## src/rtl/dmem_access_unit_if.sv

```systemverilog
// Execute-side request, memory-port and load_unit-side signals of dmem_access_unit.
// slave is the unit's view; master is the view of the surrounding pipeline/memory.
interface dmem_access_unit_if #(
    parameter int ADDR_W = 32
) ();
    logic              req_valid_in;
    logic              req_ready_out;
    logic              req_we_in;
    logic [2:0]        funct3_in;
    logic [ADDR_W-1:0] addr_in;
    logic [31:0]       wdata_in;
    logic              mem_req_out;
    logic              mem_we_out;
    logic [ADDR_W-1:0] mem_addr_out;
    logic [3:0]        mem_be_out;
    logic [31:0]       mem_wdata_out;
    logic              mem_ack_in;
    logic [31:0]       mem_rdata_in;
    logic [31:0]       load_data_out;
    logic [2:0]        load_funct3_out;
    logic              load_valid_out;
    logic              stall_out;
    logic              misalign_out;

    modport slave (
        input  req_valid_in, req_we_in, funct3_in, addr_in, wdata_in,
        input  mem_ack_in, mem_rdata_in,
        output req_ready_out, mem_req_out, mem_we_out, mem_addr_out, mem_be_out,
        output mem_wdata_out, load_data_out, load_funct3_out, load_valid_out,
        output stall_out, misalign_out
    );

    modport master (
        output req_valid_in, req_we_in, funct3_in, addr_in, wdata_in,
        output mem_ack_in, mem_rdata_in,
        input  req_ready_out, mem_req_out, mem_we_out, mem_addr_out, mem_be_out,
        input  mem_wdata_out, load_data_out, load_funct3_out, load_valid_out,
        input  stall_out, misalign_out
    );
endinterface

```

## src/rtl/dmem_access_unit.sv

```systemverilog
// Data-memory access stage: one load/store per handshake, stalls until memory ack.
// Optional DMEM_MISALIGN_TRAP_EN: misaligned half/word accesses pulse misalign_out instead of issuing.
module dmem_access_unit #(
    parameter int ADDR_W = 32
) (
    input  logic                clk_in,
    input  logic                rst_in,
    dmem_access_unit_if.slave   bus
);
    typedef enum logic [1:0] {
        S_IDLE = 2'd0,
        S_BUSY = 2'd1,
        S_RESP = 2'd2
    } state_t;

    state_t            r_state;
    logic              r_we;
    logic [2:0]        r_funct3;
    logic [1:0]        r_off;
    logic              r_ready;
    logic              r_stall;
    logic              r_mem_req;
    logic              r_mem_we;
    logic [ADDR_W-1:0] r_mem_addr;
    logic [3:0]        r_mem_be;
    logic [31:0]       r_mem_wdata;
    logic [31:0]       r_load_data;
    logic [2:0]        r_load_funct3;
    logic              r_load_valid;
    logic              r_misalign;

    logic [1:0]        w_off;
    logic [3:0]        w_be;
    logic [31:0]       w_wdata;
    logic              w_misal;
    logic [31:0]       w_rshift;

    assign w_off = bus.addr_in[1:0];

    // Byte-enable and lane replication for the incoming request
    always_comb begin
        w_be    = 4'b1111;
        w_wdata = bus.wdata_in;
        if (!bus.req_we_in) begin
            w_be    = 4'b1111;
            w_wdata = bus.wdata_in;
        end else if (bus.funct3_in[1]) begin
            w_be    = 4'b1111;
            w_wdata = bus.wdata_in;
        end else if (bus.funct3_in[0]) begin
            w_be    = 4'b0011 << {w_off[1], 1'b0};
            w_wdata = {2{bus.wdata_in[15:0]}};
        end else begin
            w_be    = 4'b0001 << w_off;
            w_wdata = {4{bus.wdata_in[7:0]}};
        end
    end

    // Misalignment detection; without the trap the low bits are simply truncated
    always_comb begin
`ifdef DMEM_MISALIGN_TRAP_EN
        w_misal = (bus.funct3_in[1] && (w_off != 2'b00)) ||
                  (!bus.funct3_in[1] && bus.funct3_in[0] && w_off[0]);
`else
        w_misal = 1'b0;
`endif
    end

    // Read data moved down to lane 0 with zero fill; extension is load_unit's job
    always_comb begin
        w_rshift = bus.mem_rdata_in;
        if (r_funct3[1]) begin
            w_rshift = bus.mem_rdata_in;
        end else if (r_funct3[0]) begin
            w_rshift = bus.mem_rdata_in >> {r_off[1], 4'b0000};
        end else begin
            w_rshift = bus.mem_rdata_in >> {r_off, 3'b000};
        end
    end

    // Access FSM with all outputs registered
    always_ff @(posedge clk_in) begin
        if (rst_in) begin
            r_state       <= S_IDLE;
            r_we          <= 1'b0;
            r_funct3      <= 3'b000;
            r_off         <= 2'b00;
            r_ready       <= 1'b1;
            r_stall       <= 1'b0;
            r_mem_req     <= 1'b0;
            r_mem_we      <= 1'b0;
            r_mem_addr    <= {ADDR_W{1'b0}};
            r_mem_be      <= 4'b0000;
            r_mem_wdata   <= 32'h0000_0000;
            r_load_data   <= 32'h0000_0000;
            r_load_funct3 <= 3'b000;
            r_load_valid  <= 1'b0;
            r_misalign    <= 1'b0;
        end else begin
            case (r_state)
                S_IDLE: begin
                    if (bus.req_valid_in) begin
                        r_ready <= 1'b0;
                        r_stall <= 1'b1;
                        if (w_misal) begin
                            r_misalign <= 1'b1;
                            r_state    <= S_RESP;
                        end else begin
                            r_we        <= bus.req_we_in;
                            r_funct3    <= bus.funct3_in;
                            r_off       <= w_off;
                            r_mem_req   <= 1'b1;
                            r_mem_we    <= bus.req_we_in;
                            r_mem_addr  <= {bus.addr_in[ADDR_W-1:2], 2'b00};
                            r_mem_be    <= w_be;
                            r_mem_wdata <= w_wdata;
                            r_state     <= S_BUSY;
                        end
                    end else begin
                        r_state <= S_IDLE;
                    end
                end
                S_BUSY: begin
                    if (bus.mem_ack_in) begin
                        r_mem_req <= 1'b0;
                        r_mem_we  <= 1'b0;
                        if (r_we) begin
                            r_ready <= 1'b1;
                            r_stall <= 1'b0;
                            r_state <= S_IDLE;
                        end else begin
                            r_load_data   <= w_rshift;
                            r_load_funct3 <= r_funct3;
                            r_load_valid  <= 1'b1;
                            r_state       <= S_RESP;
                        end
                    end else begin
                        r_state <= S_BUSY;
                    end
                end
                S_RESP: begin
                    r_load_valid <= 1'b0;
                    r_misalign   <= 1'b0;
                    r_ready      <= 1'b1;
                    r_stall      <= 1'b0;
                    r_state      <= S_IDLE;
                end
                default: begin
                    r_state      <= S_IDLE;
                    r_mem_req    <= 1'b0;
                    r_mem_we     <= 1'b0;
                    r_load_valid <= 1'b0;
                    r_misalign   <= 1'b0;
                    r_ready      <= 1'b1;
                    r_stall      <= 1'b0;
                end
            endcase
        end
    end

    assign bus.req_ready_out   = r_ready;
    assign bus.stall_out       = r_stall;
    assign bus.mem_req_out     = r_mem_req;
    assign bus.mem_we_out      = r_mem_we;
    assign bus.mem_addr_out    = r_mem_addr;
    assign bus.mem_be_out      = r_mem_be;
    assign bus.mem_wdata_out   = r_mem_wdata;
    assign bus.load_data_out   = r_load_data;
    assign bus.load_funct3_out = r_load_funct3;
    assign bus.load_valid_out  = r_load_valid;
    assign bus.misalign_out    = r_misalign;
endmodule
```

## src/flat_wrapper.sv

```systemverilog
// flat-port wrapper written by rule: the top's interface ports become plain ports
module dmem_access_unit_flat 
#(
    parameter int ADDR_W = 32
)
  (clk_in, rst_in, bus_req_valid_in, bus_req_we_in, bus_funct3_in, bus_addr_in, bus_wdata_in, bus_mem_ack_in, bus_mem_rdata_in, bus_req_ready_out, bus_mem_req_out, bus_mem_we_out, bus_mem_addr_out, bus_mem_be_out, bus_mem_wdata_out, bus_load_data_out, bus_load_funct3_out, bus_load_valid_out, bus_stall_out, bus_misalign_out);
  dmem_access_unit_if #(.ADDR_W(ADDR_W)) bus_i ();
  input  logic clk_in;
  input  logic rst_in;
  input wire logic [$bits(bus_i.req_valid_in)-1:0] bus_req_valid_in;
  input wire logic [$bits(bus_i.req_we_in)-1:0] bus_req_we_in;
  input wire logic [$bits(bus_i.funct3_in)-1:0] bus_funct3_in;
  input wire logic [$bits(bus_i.addr_in)-1:0] bus_addr_in;
  input wire logic [$bits(bus_i.wdata_in)-1:0] bus_wdata_in;
  input wire logic [$bits(bus_i.mem_ack_in)-1:0] bus_mem_ack_in;
  input wire logic [$bits(bus_i.mem_rdata_in)-1:0] bus_mem_rdata_in;
  output wire logic [$bits(bus_i.req_ready_out)-1:0] bus_req_ready_out;
  output wire logic [$bits(bus_i.mem_req_out)-1:0] bus_mem_req_out;
  output wire logic [$bits(bus_i.mem_we_out)-1:0] bus_mem_we_out;
  output wire logic [$bits(bus_i.mem_addr_out)-1:0] bus_mem_addr_out;
  output wire logic [$bits(bus_i.mem_be_out)-1:0] bus_mem_be_out;
  output wire logic [$bits(bus_i.mem_wdata_out)-1:0] bus_mem_wdata_out;
  output wire logic [$bits(bus_i.load_data_out)-1:0] bus_load_data_out;
  output wire logic [$bits(bus_i.load_funct3_out)-1:0] bus_load_funct3_out;
  output wire logic [$bits(bus_i.load_valid_out)-1:0] bus_load_valid_out;
  output wire logic [$bits(bus_i.stall_out)-1:0] bus_stall_out;
  output wire logic [$bits(bus_i.misalign_out)-1:0] bus_misalign_out;
  assign bus_i.req_valid_in = bus_req_valid_in;
  assign bus_i.req_we_in = bus_req_we_in;
  assign bus_i.funct3_in = bus_funct3_in;
  assign bus_i.addr_in = bus_addr_in;
  assign bus_i.wdata_in = bus_wdata_in;
  assign bus_i.mem_ack_in = bus_mem_ack_in;
  assign bus_i.mem_rdata_in = bus_mem_rdata_in;
  assign bus_req_ready_out = bus_i.req_ready_out;
  assign bus_mem_req_out = bus_i.mem_req_out;
  assign bus_mem_we_out = bus_i.mem_we_out;
  assign bus_mem_addr_out = bus_i.mem_addr_out;
  assign bus_mem_be_out = bus_i.mem_be_out;
  assign bus_mem_wdata_out = bus_i.mem_wdata_out;
  assign bus_load_data_out = bus_i.load_data_out;
  assign bus_load_funct3_out = bus_i.load_funct3_out;
  assign bus_load_valid_out = bus_i.load_valid_out;
  assign bus_stall_out = bus_i.stall_out;
  assign bus_misalign_out = bus_i.misalign_out;
  dmem_access_unit #(.ADDR_W(ADDR_W)) u_core (.clk_in(clk_in), .rst_in(rst_in), .bus(bus_i));
endmodule
```

## config.mk

```make
export PLATFORM = sky130hd
export DESIGN_NAME = dmem_access_unit_flat
export DESIGN_NICKNAME = d
export VERILOG_FILES = /design/src/rtl/dmem_access_unit_if.sv /design/src/rtl/dmem_access_unit.sv /design/src/flat_wrapper.sv
export SDC_FILE = /design/constraint.sdc
export NUM_CORES = 1
export LEC_CHECK = 0
export ABC_CLOCK_PERIOD_IN_PS = 1800
export CORE_MARGIN = 2
export CORE_UTILIZATION = 43
export DETAILED_ROUTE_END_ITERATION = 16
export PLACE_DENSITY_LB_ADDON = 0.15
export SLEW_MARGIN = 10
export SYNTH_ARGS = -nofsm -noshare
export SYNTH_HDL_FRONTEND = slang
export SYNTH_SLANG_ARGS = --single-unit
```

## constraint.sdc

```tcl
create_clock -name clk_in -period 1.8 [get_ports clk_in]
set_clock_uncertainty 0.05 [all_clocks]
set_input_delay 0.18 -clock clk_in [delete_from_list [all_inputs] [get_ports clk_in]]
set_output_delay 0.18 -clock clk_in [all_outputs]
set_load 0.02 [all_outputs]
```

======== Yosys cells after proc, flatten, opt, wreduce, memory -nomap -nowiden ========
Index checks and enable logic that the tools add are counted.
word-level totals
  flip-flop bits (word level) ............. 114
  bits of input ports ..................... 104
  output and inout bits ................... 109
  logic and storage cells ................. 60
operators by class
  eq/ne operators ......................... 6
  bitwise gates (word level) .............. 3
  shift-type cells ........................ 4
  multiplexer cells ....................... 27
  reductions and logical operators ........ 6
operators with widths
  kind                                              count
  2-to-1 mux 32 bit                                 5
  right shift 32 x 5 -> 32 bit                      2
  2-to-1 mux 4 bit                                  3
  AND reduction 3 bit                               4
  2-to-1 mux 1 bit                                  11
  != test 2 bit (second input constant)             3
  one-hot mux 1 bit (2 select lines)                3
  one-hot mux 1 bit (3 select lines)                2
  2-to-1 mux 2 bit                                  2
  one-hot mux 2 bit (2 select lines)                1
  << shifter 1 x 2 -> 4 bit (first input constant)  1
  << shifter 2 x 2 -> 4 bit (first input constant)  1
  inverter 1 bit                                    3
  == test 2 x 1 -> 1 bit (second input constant)    1
  == test 2 bit (second input constant)             1
  logical NOT 2 bit                                 1
  != test 2 x 1 -> 1 bit (second input constant)    1
  AND reduction 2 bit                               1

======== Logic depth before layout (Yosys ltp) ========
  depth in word-level cells ............... 4
  mapped depth ............................ 8
  depth with buffers taken out ............ 5

======== Worst setup path after synthesis ========
OpenSTA, ideal clock, no wires.
  path kind ............................... register -> register
  start ................................... register u_core.r_state[1]
  end ..................................... register u_core.r_load_data[3], in the netlist u_core.bus.load_data_out[3]
  stages on the path, launching flop included .. 7
  period minus slack after synthesis ...... 1.504 ns
  path slack .............................. 0.296 ns
  setup time .............................. 0.069 ns
  arrival ................................. 1.385 ns
  path buffers ............................ 2
  data required time ...................... 1.681 ns
  cells stage by stage .................... dfxtp_1 -> buf_6 -> nand4bb_1 -> buf_2 -> or4_4 -> o32a_1 -> o21ai_1
on the way
  longest elaborated chain between the ends .. 2
RTL lines
  element                        RTL line                 RTL
  from (decl)                    dmem_access_unit.sv:16   state_t r_state;
  from (signal assigned)         dmem_access_unit.sv:84   r_state <= S_IDLE;
  from (signal assigned)         dmem_access_unit.sv:107  r_state <= S_RESP;
  from (signal assigned)         dmem_access_unit.sv:117  r_state <= S_BUSY;
  == test 2 x 1 -> 1 bit         dmem_access_unit.sv:100  case (r_state)
  AND reduction 3 bit (no line)  --
  to (signal assigned)           dmem_access_unit.sv:132  r_load_data <= w_rshift;
  to (decl)                      dmem_access_unit.sv:27   logic [31:0] r_load_data;
No other way between the ends.
A chain may end at the register's enable or synchronous reset.

======== Final worst setup path ========
  start ................................... register u_core.r_mem_wdata[8], in the netlist u_core.bus.mem_wdata_out[8]
  end ..................................... output bus_mem_wdata_out[8]
RTL lines
  element                 RTL line                 RTL
  from (decl)             dmem_access_unit.sv:26   logic [31:0] r_mem_wdata;
  from (signal assigned)  dmem_access_unit.sv:116  r_mem_wdata <= w_wdata;
  to (decl)               flat_wrapper.sv:22       output wire logic [$bits(bus_i.mem_wdata_out)-1:0] bus_mem_wdata_out;
No word-level cell between the ends.

==> impl_metrics.env <==
export IMPL_status="finished, final reports clean"
export IMPL_grt_total_usage_pct=25.6
export IMPL_area_growth_pct=59.1
export IMPL_fmax_mhz=614
export IMPL_crit_fanout=2
export IMPL_cts_tree="yes"
export IMPL_final_hold_viol_count=0
export IMPL_setup_viol=0
export IMPL_cts_path_max_buffers=2
export IMPL_worstSetupPathType="reg2out"
export IMPL_synth_seq_area_share_pct=45.7
export IMPL_p_leak_nw=2.95
export IMPL_clkTransAtPathRegs_ns=0.05
export IMPL_final_util_pct=69.9
export IMPL_nNetsFinal=914
export IMPL_grt_pass1_vias=5137
export IMPL_critPathBufInv=1
export IMPL_pwr_density_cell_nw_per_um2=1000
export IMPL_ctsHoldBuffers=0
export IMPL_wl_um=16100
export IMPL_vias_per_cell=5.44
export IMPL_synth_avg_cell_area_um2=8.12
export IMPL_die_w_um=112
export IMPL_h_tree_depth=4
export IMPL_post_dp_cell_area_um2=7280
export IMPL_pre_cts_slack_ns=0.0522
export IMPL_hp_class="in2reg"
export IMPL_grt_pass1_wl_um=25700
export IMPL_tns_ns=0
export IMPL_power_mw=7.98
export IMPL_cpMaxStageDelayCell="clkdlybuf4s50_1"
export IMPL_rsz0062_at_grt="no"
export IMPL_fin_area_um2=7940
export IMPL_irDropWorstVdd_mv=0.517
export IMPL_finalCriticalPeriod_ns=1.63
export IMPL_layout_common_cells="clkdlybuf4s50_1, nand2_1, dfxtp_1"
export IMPL_synth_edff_count=0
export IMPL_start_util_pct=43.9
export IMPL_drv_cap=0
export IMPL_n_antenna_cell=0
export IMPL_synth_seq_cells=114
export IMPL_cts_setup_buffers=0
export IMPL_grt_start_max_net_pins=54
export IMPL_ys_warn_count=0
export IMPL_cts_root_buffer="clkbuf_16"
export IMPL_synth_ff_type="dfxtp_1"
export IMPL_final_max_slew_viol_count=0
export IMPL_synthesis_area_um2=4990
export IMPL_drt_iter0_drc=253
export IMPL_dp_hpwl_um=11300
export IMPL_synth_area_leader_cell="dfxtp_1"
export IMPL_period_share_pct=90.5
export IMPL_ys_types=41
export IMPL_antenna_left=0
export IMPL_critPathMaxStageDelay_ns=0.64
export IMPL_clock_latency_ns=0.41
export IMPL_port_buffers=209
export IMPL_wl_per_cell_um=16.7
export IMPL_final_common_cell="clkdlybuf4s50_1"
export IMPL_whs_ns=0.103
export IMPL_setup_slack_ns=0.171
export IMPL_stdcell_count=965
export IMPL_antenna_found_initial=0
export IMPL_fp_row_count=39
export IMPL_dp_cells=934
export IMPL_drive_gt1_share_pct=8.15
export IMPL_die_h_um=112
export IMPL_post_cts_resized=0
export IMPL_worst_setup_path_start_kind="register"
export IMPL_crit_family="buffers and inverters"
export IMPL_dieArea_um2=12500
export IMPL_gp_congestion=0.846
export IMPL_worstPathCellList="clkdlybuf4s50_1"
export IMPL_overflow=0
export IMPL_worstPathArrival_ns=1.40
export IMPL_numCtsBuffers=17
export IMPL_async_reset_ff_share_pct=0
export IMPL_cts_sinks=114
export IMPL_syn_inst=615
export IMPL_io_pins=213
export IMPL_yosys_top_cells_area="dfxtp_1, nand2_1, a21oi_1"
export IMPL_drc_errors=0
export IMPL_netlist_area_leader_share_pct=45.7
export IMPL_cp_end_kind="output pin"
export IMPL_first_pass_iters=5
export IMPL_core_area_um2=11400
export IMPL_worstPathRequired_ns=1.57
export IMPL_via_count=5250
Yosys cell counts, types with 7 or more instances:
library cell  number
clkbuf_1          33
a211oi_1          21
nor4bb_1           8
o21ai_0           14
dfxtp_1          114
a31oi_1            9
a21oi_1           81
inv_1              7
nor2b_1           10
o21ai_1            8
nand2_1          139
o211ai_1          18
nor2_1            30
nand3_1           12
buf_2             17
nor3_1             8
a2bb2oi_1          8
mux2i_1           19
cell type report:
| cell class | instances | area, um2 |
|---|---|---|
| inverters | 8 | 30.0 |
| well taps | 143 | 179 |
| multi-input cells | 436 | 2430 |
| fillers | 934 | 3430 |
| clock buffers | 22 | 484 |
| clock inverters | 9 | 176 |
| repair buffers | 233 | 2360 |
| flip-flops and latches | 114 | 2280 |
power by group:
part / leakage (nW) / switching (mW) / internal (mW) / total, mW
Clock: 0.322 / 1.14 / 2.59 / 3.73
Combinational: 1.69 / 0.744 / 0.720 / 1.46
Sequential: 0.935 / 0.0957 / 2.69 / 2.79
Total: 2.95 / 1.98 / 6.00 / 7.98
final timing paths:
check	start	endpoint	slack, ns	cells past startpoint
max	u_core.bus.mem_wdata_out[8]$_SDFFE_PP0P_	bus_mem_wdata_out[8]	0.17	1
min	rst_in	u_core.bus.load_data_out[24]$_SDFFE_PP0P_	0.10	2
max reg2reg	u_core.r_off[0]$_SDFFE_PP0P_	u_core.bus.load_data_out[11]$_SDFFE_PP0P_	0.18	5
min reg2reg	u_core.bus.mem_wdata_out[30]$_SDFFE_PP0P_	u_core.bus.mem_wdata_out[30]$_SDFFE_PP0P_	0.40	2
layer usage:
| metal | vias to the layer above | track usage, % | routed length [um] |
|---|---|---|---|
| li1 | 2561 | - | - |
| met1 | 2451 | 29.1 | 6390 |
| met2 | 214 | 43.8 | 8040 |
| met3 | 24 | 9.53 | 1310 |
| met4 | 0 | 9.47 | 346 |
| met5 | - | 0 | 0 |
state kept, by name, indices dropped and copies added (netlist names), 2 cells and up:
register,count
u_core.bus.load_data_out,32
u_core.bus.mem_wdata_out,32
u_core.bus.mem_addr_out,30
u_core.bus.mem_be_out,4
u_core.bus.load_funct3_out,3
u_core.r_funct3,3
u_core.r_off,2
u_core.r_state,2
cells by family after synthesis:
logic type | after synthesis | share of synthesized area (%)
buf+inv | 67 | 6.06
other cells | 1 | 0.0751
simple gates | 223 | 20.2
flops | 114 | 45.7
compound gates | 191 | 24.2
mux | 19 | 3.81
No activity file was read; power rests on OpenSTA's default activity.
